===== src/rtl/piso_pkg.sv =====
// Shared types and frame-geometry helpers for the PISO transmitter.
// Frame length depends on the PISO_PARITY_EN build option.
package piso_pkg;

  typedef enum logic {IDLE = 1'b0, SHIFT = 1'b1} state_e;

  localparam int DEFAULT_WIDTH = 4;

  function automatic int frame_len(input int width);
`ifdef PISO_PARITY_EN
    return width + 1;
`else
    return width;
`endif
  endfunction

  function automatic int cnt_width(input int width);
    return $clog2(frame_len(width));
  endfunction

endpackage


===== src/rtl/piso_bit_counter.sv =====
// Frame bit counter: reloads on accept, advances per sent bit and
// raises a registered terminal-count flag on the final frame bit.
module piso_bit_counter #(
  parameter int FRAME_LEN = 4,
  parameter int CW        = 2
) (
  input  logic clk,
  input  logic rst,
  input  logic load_i,
  input  logic en_i,
  input  logic clr_i,
  output logic tc_o
);

  localparam logic [CW-1:0] LAST = CW'(FRAME_LEN - 1);

  logic [CW-1:0] cnt_q, cnt_d;
  logic          tc_q, tc_d;

  always_comb begin
    cnt_d = cnt_q;
    tc_d  = tc_q;
    if (load_i) begin
      cnt_d = '0;
      tc_d  = (LAST == '0);
    end else if (clr_i) begin
      cnt_d = '0;
      tc_d  = 1'b0;
    end else if (en_i) begin
      cnt_d = cnt_q + CW'(1);
      tc_d  = (cnt_d == LAST);
    end
  end

  always_ff @(posedge clk or negedge rst) begin
    if (!rst) begin
      cnt_q <= '0;
      tc_q  <= 1'b0;
    end else begin
      cnt_q <= cnt_d;
      tc_q  <= tc_d;
    end
  end

  assign tc_o = tc_q;

endmodule


===== src/rtl/piso_tx.sv =====
// Parallel-in serial-out transmitter, LSB first, valid/ready input and
// per-bit stall via tx_en. Define PISO_PARITY_EN to append an even-parity bit.
module piso_tx
  import piso_pkg::*;
#(
  parameter int WIDTH = DEFAULT_WIDTH
) (
  input  logic             clk,
  input  logic             rst,
  input  logic             pin_valid,
  input  logic [WIDTH-1:0] pin,
  output logic             pin_ready,
  input  logic             tx_en,
  output logic             sout,
  output logic             sout_valid,
  output logic             sout_last,
  output logic             busy
);

  localparam int FRAME_LEN = frame_len(WIDTH);
  localparam int CW        = cnt_width(WIDTH);

  state_e           state_q, state_d;
  logic [WIDTH-1:0] shreg_q, shreg_d;
  logic             sout_q, sout_d;
  logic             valid_q, valid_d;
  logic             busy_q, busy_d;
  logic             cnt_load, cnt_en, cnt_clr;
  logic             last_bit;
  logic             accept;
  logic             fill_bit;

  // The parity bit rides in the shift register MSB so it leaves right after pin[WIDTH-1].
`ifdef PISO_PARITY_EN
  assign fill_bit = ^pin;
`else
  assign fill_bit = 1'b0;
`endif

  assign pin_ready = (state_q == IDLE) || ((state_q == SHIFT) && last_bit && tx_en);
  assign accept    = pin_valid && pin_ready;

  always_comb begin
    state_d  = state_q;
    shreg_d  = shreg_q;
    sout_d   = sout_q;
    valid_d  = valid_q;
    busy_d   = busy_q;
    cnt_load = 1'b0;
    cnt_en   = 1'b0;
    cnt_clr  = 1'b0;
    if (accept) begin
      sout_d   = pin[0];
      shreg_d  = {fill_bit, pin[WIDTH-1:1]};
      valid_d  = 1'b1;
      busy_d   = 1'b1;
      state_d  = SHIFT;
      cnt_load = 1'b1;
    end else if ((state_q == SHIFT) && tx_en) begin
      if (last_bit) begin
        state_d = IDLE;
        sout_d  = 1'b0;
        valid_d = 1'b0;
        busy_d  = 1'b0;
        cnt_clr = 1'b1;
      end else begin
        sout_d  = shreg_q[0];
        shreg_d = shreg_q >> 1;
        cnt_en  = 1'b1;
      end
    end
  end

  always_ff @(posedge clk or negedge rst) begin
    if (!rst) begin
      state_q <= IDLE;
      shreg_q <= '0;
      sout_q  <= 1'b0;
      valid_q <= 1'b0;
      busy_q  <= 1'b0;
    end else begin
      state_q <= state_d;
      shreg_q <= shreg_d;
      sout_q  <= sout_d;
      valid_q <= valid_d;
      busy_q  <= busy_d;
    end
  end

  piso_bit_counter #(
    .FRAME_LEN (FRAME_LEN),
    .CW        (CW)
  ) u_bit_counter (
    .clk    (clk),
    .rst    (rst),
    .load_i (cnt_load),
    .en_i   (cnt_en),
    .clr_i  (cnt_clr),
    .tc_o   (last_bit)
  );

  assign sout       = sout_q;
  assign sout_valid = valid_q;
  assign sout_last  = last_bit;
  assign busy       = busy_q;

endmodule


===== config.mk =====
export PLATFORM = sky130hd
export DESIGN_NAME = piso_tx
export DESIGN_NICKNAME = d
export VERILOG_FILES = /design/src/rtl/piso_pkg.sv /design/src/rtl/piso_bit_counter.sv /design/src/rtl/piso_tx.sv
export SDC_FILE = /design/constraint.sdc
export NUM_CORES = 1
export LEC_CHECK = 0
export CAP_MARGIN = 20
export CORE_AREA = 10 10 47 49
export CTS_CLUSTER_DIAMETER = 100
export DETAILED_ROUTE_END_ITERATION = 10
export DIE_AREA = 0 0 57 59
export DONT_BUFFER_PORTS = 1
export PLACE_DENSITY = 0.5
export SYNTH_ARGS = -nofsm -noshare
export SYNTH_HDL_FRONTEND = slang
export SYNTH_SLANG_ARGS = --single-unit
export TNS_END_PERCENT = 10

===== constraint.sdc =====
create_clock -name clk -period 1.5 [get_ports clk]
set_input_delay 0.3 -clock clk [delete_from_list [all_inputs] [get_ports clk]]
set_output_delay 0.3 -clock clk [all_outputs]
set_load 0.005 [all_outputs]

### After elaboration in Yosys (flattened, before gate mapping)

Index checks and enable logic that the tools add are counted.

* reductions and logical operators: 10
* multipliers: 0
* equality and inequality tests: 2
* shifts and indexed selects: 0
* add/subtract/negate cells: 1
* bitwise gates (word level): 1
* magnitude comparators: 0
* muxes and demuxes: 22
* div/mod/pow operators: 0

Operators with widths (count)
* $mux W1: 16
* $mux W4: 3
* $mux W2: 3
* $logic_and A1 B1 Y1: 4
* $reduce_and A2 Y1: 2
* $reduce_bool A2 Y1: 2
* $reduce_bool A3 Y1: 1
* $add A2 B1 Y2 const B: 1
* $eq A2 B2 Y1 const B: 1
* $ne A2 B2 Y1 const B: 1
* $logic_or A1 B1 Y1: 1
* $not A1 Y1: 1

* ROM bits: 0
* bits in writable memories: 0
* register bits after elaboration: 9
* memories kept: 0
* logic and storage cells: 41
* output and inout bits: 5
* latch bits: 0
* bits of input ports: 8

### Logic depth before layout (Yosys ltp)

Gate-level depths: netlist of the first run.

* depth after elaboration: 8
* depth in mapped cells: 5
* gate-level depth less buffers: 5

### Hierarchy

From an unflattened synthesis of the first run, not the netlist that was laid out.

* cell total of the unflattened synthesis: 42
* area total of the unflattened synthesis: 435.4 um^2

By module, submodules not included
* piso_tx: area each 289.0 um^2, instances 1, cells an instance 30, sequential area each 125.1 um^2
* piso_bit_counter: area each 146.4 um^2, instances 1, cells an instance 12, sequential area each 75.1 um^2

### Worst setup path after synthesis of the first run

Ideal clock, no wire load.

* path kind: register to register
* start point: register, netlist name busy
* end point: register sout_q, in the netlist sout
* required time: 1374 ps
* cell stages (with the launch flop): 5
* setup slack: 207 ps
* data arrival time: 1167 ps
* path buffers: 1
* clock period less this slack: 1293 ps
* library setup time: 126 ps
* cell sequence: dfrtp_1 -> buf_6 -> a21bo_4 -> and2_4 -> a221o_1

RTL lines
* end signal: assignment: RTL line piso_tx.sv:84 `sout_q <= sout_d;`
* end: declaration: RTL line piso_tx.sv:25 `logic sout_q, sout_d;`

### Worst setup path after layout of the first run

* start point: register u_bit_counter.tc_q, in the netlist u_bit_counter.tc_o
* end point: register sout_q, in the netlist sout

* longest elaborated chain between the ends: 5
* elaborated cells on any way between the ends: 8
* those cells by class: 3 x mux; 5 x reduce/logical

Ends and longest elaborated chain
* start: declaration: RTL line piso_bit_counter.sv:18 `logic tc_q, tc_d;`
* start signal: assignment: RTL line piso_bit_counter.sv:41 `tc_q <= tc_d;`
* $logic_and A1 B1 Y1 (*) (2 in series): RTL line piso_tx.sv:40 `assign pin_ready = (state_q == IDLE) || ((state_q == SHIFT) && last_bit && tx_en);`
* $logic_or A1 B1 Y1 (*): RTL line piso_tx.sv:40
* named net pin_ready: RTL line piso_tx.sv:12 `output logic pin_ready,`
* $logic_and A1 B1 Y1 (*): RTL line piso_tx.sv:41 `assign accept = pin_valid && pin_ready;`
* $mux W1 or $reduce_bool A2 Y1 (tied branches)

Mark *: on every way through the listed nets, which the timed path passes. The rest lies on a longest branch. The select of a mux whose other input is x is not followed.
A chain may end at the register's enable or synchronous reset.

==> flow_metrics.env, run 1 <==
export IMPL_drcViolationCount=0
export IMPL_area_delta_synth_final_pct=7.08
export IMPL_wl_per_cell_um=15.1
export IMPL_end_kind="register"
export IMPL_port_buffers=0
export IMPL_initial_core_util=0.328
export IMPL_path_max_fanout=7
export IMPL_status="finished clean"
export IMPL_hold_depth=1
export IMPL_drt_iter0_drc=7
export IMPL_via_count=332
export IMPL_syn_num_nets=54
export IMPL_cts_buffers=3
export IMPL_grt_overflow=0
export IMPL_cp_depth=3
export IMPL_grt_pass1_wl_mm=1.64
export IMPL_hold_viol_final=0
export IMPL_cp_start_kind="register"
export IMPL_die_area_mm2=0.00336
export IMPL_finalCriticalPeriod_ns=1.28
export IMPL_fin_ws_ns=0.223
export IMPL_postPlaceCellArea_um2=459
export IMPL_antenna_found_initial=0
export IMPL_synth_edf_count=0
export IMPL_tritoncts="done"
export IMPL_cp_slowest_cell="dfrtp_1"
export IMPL_postRouteAntennaNets=0
export IMPL_clkLatencyLatePin_ns=0.26
export IMPL_fmax_ghz=0.783
export IMPL_final_net_count=57
export IMPL_ys_seq_elements=8
export IMPL_ctsLongestPathBuffers=2
export IMPL_antennaDiodeCount=0
export IMPL_cp_top_family="compound AO/OA/AOI/OAI gates"
export IMPL_first_pass_iters=4
export IMPL_rsz0062_at_grt="false"
export IMPL_io_pins=13
export IMPL_synthArstFlopShare=1.00
export IMPL_max_stage_delay_ns=0.45
export IMPL_synthCells=45
export IMPL_crit_required_ns=1.64
export IMPL_clk_pin_slew_ns=0.06
export IMPL_slew_viol_final=0
export IMPL_cts_max_level=1
export IMPL_r2r_cells=3
export IMPL_ys_seq_area_frac=0.436
export IMPL_worstMarginPinSlew_ns=0.381
export IMPL_skew_ns=0.00617
export IMPL_finalCritPeriodShare=0.851
export IMPL_cts_resized=0
export IMPL_grt_pass1_vias=378
export IMPL_cap_violations=0
export IMPL_syn_cell_area_um2=459
export IMPL_num_rows=14
export IMPL_ys_warn_count=0
export IMPL_ir_drop_v=0.000772
export IMPL_final_common_cell="dfrtp_1"
export IMPL_dp_slack_ns=0.217
export IMPL_globalplace_congestion=0.717
export IMPL_drive_gt1_frac=0.152
export IMPL_core_mm2=0.00140
export IMPL_post_cts_buffers=0
export IMPL_yosysUniqueCellTypes=24
export IMPL_p_leak_nw=0.223
export IMPL_wirelength_um=937
export IMPL_final_cell_mix="8 x dfrtp_1, 5 x inv_1"
export IMPL_setup_tns_ns=0
export IMPL_cp_num_buf_inv=0
export IMPL_slew_headroom=0.745
export IMPL_via_per_inst=5.35
export IMPL_crit_path_cell_trace="a21bo_4, and2_4, a221o_1"
export IMPL_syn_area_per_cell_um2=10.2
export IMPL_clock_sinks=8
export IMPL_report_final_setup_viol=0
export IMPL_ys_flop_type="dfrtp_1"
export IMPL_track_usage=0.0625
export IMPL_grt_max_degree=12
export IMPL_root_buffer="clkbuf_4"
export IMPL_hold_buffers=1
export IMPL_cp_arrival_ns=1.41
export IMPL_hp_class="input port to register"
export IMPL_fin_area_um2=492
export IMPL_critPathKind="register to register"
export IMPL_die_width_um=57
export IMPL_power_density_mw_per_mm2=1830
export IMPL_fp_dieH_um=59
stage by stage:
| step | hold slack, ns | utilization | power (W) | instances |
|---|---|---|---|---|
| 3_3_place_gp | 0.00473 | 0.328 | 0.000715 | 58 |
| 4_1_cts | 0.141 | 0.351 | 0.000905 | 62 |
| 3_5_place_dp | 0.00481 | 0.328 | 0.000733 | 58 |
| 6_report | 0.141 | 0.351 | 0.000898 | 62 |
| 2_1_floorplan | 0.00441 | - | 0.000681 | 45 |
| 5_1_grt | 0.154 | 0.351 | 0.000982 | 62 |
final cells by class:
| type | count | area [µm²] |
|---|---|---|
| Multi-Input combinational cell | 28 | 213 |
| Sequential cell | 8 | 200 |
| Timing Repair Buffer | 2 | 17.5 |
| Fill cell | 155 | 910 |
| Inverter | 5 | 18.8 |
| Tap cell | 16 | 20.0 |
| Clock buffer | 3 | 22.5 |
per-layer routing:
metal,wire length (µm),global-route usage,up-vias
li1,-,-,163
met1,376,0.0602,152
met2,458,0.104,15
met3,81,0.0322,2
met4,21,0.0403,0
met5,0,0,-
synth_stat cells (2+ instances only):
cell | instances | area, µm²
dfrtp_1 | 8 | 200
inv_1 | 5 | 18.8
a22o_1 | 3 | 26.3
nand3b_1 | 3 | 22.5
o21ai_0 | 3 | 15.0
o22ai_1 | 3 | 18.8
mux2i_1 | 2 | 20.0
nand2b_1 | 2 | 12.5
kinds of logic (layout without fill, tap and decap cells):
kind of cell | Yosys count | in the layout | share of synthesized area
and+or+nand+nor | 12 | 12 | 0.163
muxes | 2 | 2 | 0.0436
DFF | 8 | 8 | 0.436
adders and majority gates | 1 | 1 | 0.0272
AOI/OAI and AO/OA | 13 | 13 | 0.229
buffers and inverters | 9 | 10 | 0.101
registers in the layout (all words and copies together) (netlist names):
register / cells
u_bit_counter.tc_o: 1
shreg_q: 3
u_bit_counter.cnt_q: 2
busy: 1
sout: 1
path summary, 6_finish.rpt:
check                                            start                      to  slack, ns
max in group asynchronous                          rst              shreg_q[1]       0.83
min in group asynchronous                          rst  u_bit_counter.cnt_q[0]       0.39
worst max register to register      u_bit_counter.tc_o                    sout       0.22
worst min register to register  u_bit_counter.cnt_q[0]  u_bit_counter.cnt_q[0]       0.52
worst max-delay path                u_bit_counter.tc_o                    sout       0.22
worst min-delay path                         pin_valid                    busy       0.14
power by group:
part | internal [W] | total (W) | switching, W
sequential | 0.000309 | 0.000386 | 0.0000772
combinational | 0.000192 | 0.000344 | 0.000152
clock | 0.0000917 | 0.000167 | 0.0000758
total | 0.000593 | 0.000898 | 0.000305
Power figures use the tool's default switching activity.
==> run 2, diff against run 1 <==
--- a/config.mk
+++ b/config.mk
@@ -6,10 +6,10 @@
 export NUM_CORES = 1
 export LEC_CHECK = 0
 export CAP_MARGIN = 20
-export CORE_AREA = 10 10 47 49
+export CORE_AREA = 2 2 39 41
 export CTS_CLUSTER_DIAMETER = 100
 export DETAILED_ROUTE_END_ITERATION = 10
-export DIE_AREA = 0 0 57 59
+export DIE_AREA = 0 0 41 43
 export DONT_BUFFER_PORTS = 1
 export PLACE_DENSITY = 0.5
 export SYNTH_ARGS = -nofsm -noshare
==> run 2 against run 1 <==
Clock skew decreased by 0.0029 ns. Total power increased by 1.5%. First-iteration DRC count decreased by 71%. Cell count unchanged. Register-to-register slack about the same. Combinational power increased by 1%. Worst hold slack improved by 0.011 ns. Largest cell class unchanged. Highest routed layer unchanged.
==> flow_metrics.env, run 2 (synthesis gave the netlist of run 1 again) <==
export IMPL_drt_iter0_drc=2
export IMPL_postPlaceCellArea_um2=459
export IMPL_slew_viol_final=0
export IMPL_die_area_mm2=0.00176
export IMPL_clock_sinks=8
export IMPL_fp_dieH_um=43
export IMPL_antenna_found_initial=0
export IMPL_timing_rr_end="sout"
export IMPL_top_regs="shreg_q (3), u_bit_counter.cnt_q (2)"
export IMPL_rsz0062_at_grt="false"
export IMPL_power_density_mw_per_mm2=1850
export IMPL_crit_required_ns=1.20
export IMPL_r2r_cells=3
export IMPL_wl_per_cell_um=15.3
export IMPL_cp_start_kind="register"
export IMPL_cts_buffers=3
export IMPL_finalCriticalPeriod_ns=1.28
export IMPL_num_rows=14
export IMPL_crit_path_cell_trace="a21bo_4"
export IMPL_hold_viol_final=0
export IMPL_wirelength_um=951
export IMPL_cp_slowest_cell="dfrtp_1"
export IMPL_ir_drop_v=0.000613
export IMPL_final_cells=62
export IMPL_cp_top_family="flip-flops"
export IMPL_post_place_cells=58
export IMPL_drive_gt1_frac=0.152
export IMPL_grt_pass1_vias=358
export IMPL_critPathCapture="pin_ready"
export IMPL_cp_depth=1
export IMPL_dp_hpwl_um=694
export IMPL_r2r_start="u_bit_counter.tc_o"
export IMPL_max_stage_delay_ns=0.46
export IMPL_cts_max_level=1
export IMPL_globalplace_congestion=0.745
export IMPL_postRouteAntennaNets=0
export IMPL_core_mm2=0.00138
export IMPL_path_max_fanout=7
export IMPL_p_leak_nw=0.223
export IMPL_grt_max_degree=12
export IMPL_die_width_um=41
export IMPL_slew_headroom=0.746
export IMPL_reg2reg_slack_ns=0.23
export IMPL_first_pass_iters=4
export IMPL_grt_overflow=0
export IMPL_post_cts_buffers=0
export IMPL_tritoncts="done"
export IMPL_track_usage=0.138
export IMPL_initial_core_util=0.332
export IMPL_port_buffers=0
export IMPL_skew_ns=0.00327
export IMPL_final_net_count=57
export IMPL_seqCellArea_um2=200
export IMPL_antennaDiodeCount=0
export IMPL_cap_violations=0
export IMPL_grt_pass1_wl_mm=1.59
export IMPL_root_buffer="clkbuf_4"
export IMPL_multi_input_area_um2=213
export IMPL_setup_tns_ns=0
export IMPL_final_common_cell="dfrtp_1"
export IMPL_via_per_inst=5.77
export IMPL_io_pins=13
export IMPL_worstMarginPinSlew_ns=0.379
export IMPL_fmax_ghz=0.784
export IMPL_finalPower_w=0.000912
export IMPL_end_kind="output port"
export IMPL_final_cell_mix="8 x dfrtp_1, 5 x inv_1"
export IMPL_fin_area_um2=492
export IMPL_startpoint="u_bit_counter.tc_o"
export IMPL_fillers=146
export IMPL_ctsLongestPathBuffers=2
export IMPL_cp_num_buf_inv=0
export IMPL_area_delta_synth_final_pct=7.08
export IMPL_status="finished clean"
export IMPL_clkLatencyLatePin_ns=0.26
export IMPL_clk_pin_slew_ns=0.06
export IMPL_critPathKind="register to output port"
export IMPL_drcViolationCount=0
export IMPL_whs_ns=0.152
export IMPL_cp_arrival_ns=0.98
export IMPL_largest_register="shreg_q"
export IMPL_hp_class="input port to register"
export IMPL_via_count=358
export IMPL_cts_resized=0
export IMPL_largest_reg_flops=3
export IMPL_finalCritPeriodShare=0.851
export IMPL_report_final_setup_viol=0
run 2: cell counts in the layout (fill, tap and decap cells not counted):
No cell type changed its count.
run 2: cell type report:
cell class                      count  share of cell area
Inverter                            5              0.0382
Tap cell                           16              0.0407
Timing Repair Buffer                2              0.0356
Sequential cell                     8               0.407
Clock buffer                        3              0.0458
Multi-Input combinational cell     28               0.433
run 2: metrics by stage:
stage | util | worst slack [ns]
after CTS | 0.355 | 0.224
after global routing | 0.355 | 0.200
final | 0.355 | 0.224
after floorplan | - | 0.207
after detailed placement | 0.332 | 0.235
after global placement | 0.332 | 0.247
run 2: repair_timing:
action	CTS	global route
hold buffers	1	0
endpoints found under the setup margin	0	0
hold endpoints to repair	8	0
run 2: power breakdown:
| group | leakage (nW) | switching (W) | internal [W] |
|---|---|---|---|
| Combinational | 0.113 | 0.000156 | 0.000192 |
| Clock | 0.0138 | 0.0000827 | 0.0000922 |
| Sequential | 0.0964 | 0.0000802 | 0.000309 |
run 2: worst min-delay path by stage:
stage | from | end | cells past startpoint
6_report | pin_valid | busy | 1
3_5_place_dp | rst | sout | 0
3_3_place_gp | rst | u_bit_counter.cnt_q[0] | 0
4_1_cts | pin_valid | busy | 1
2_1_floorplan | rst | busy | 0
5_1_grt | pin_valid | busy | 1
run 2: routing by layer:
metal  vias up  global-route usage  wire length (µm)
met3         4              0.0366                67
met1       179               0.181               413
met4         0               0.100                20
met2        13               0.184               449
li1        162                   -                 -
met5         -                   0                 0
==> run 3, diff against run 2 <==
--- a/config.mk
+++ b/config.mk
@@ -12,6 +12,7 @@
 export DIE_AREA = 0 0 41 43
 export DONT_BUFFER_PORTS = 1
 export PLACE_DENSITY = 0.5
+export SKIP_LAST_GASP = 1
 export SYNTH_ARGS = -nofsm -noshare
 export SYNTH_HDL_FRONTEND = slang
 export SYNTH_SLANG_ARGS = --single-unit
==> results of run 3 <==
Same layout as run 2: the final DEF is identical, and so are final timing and power.
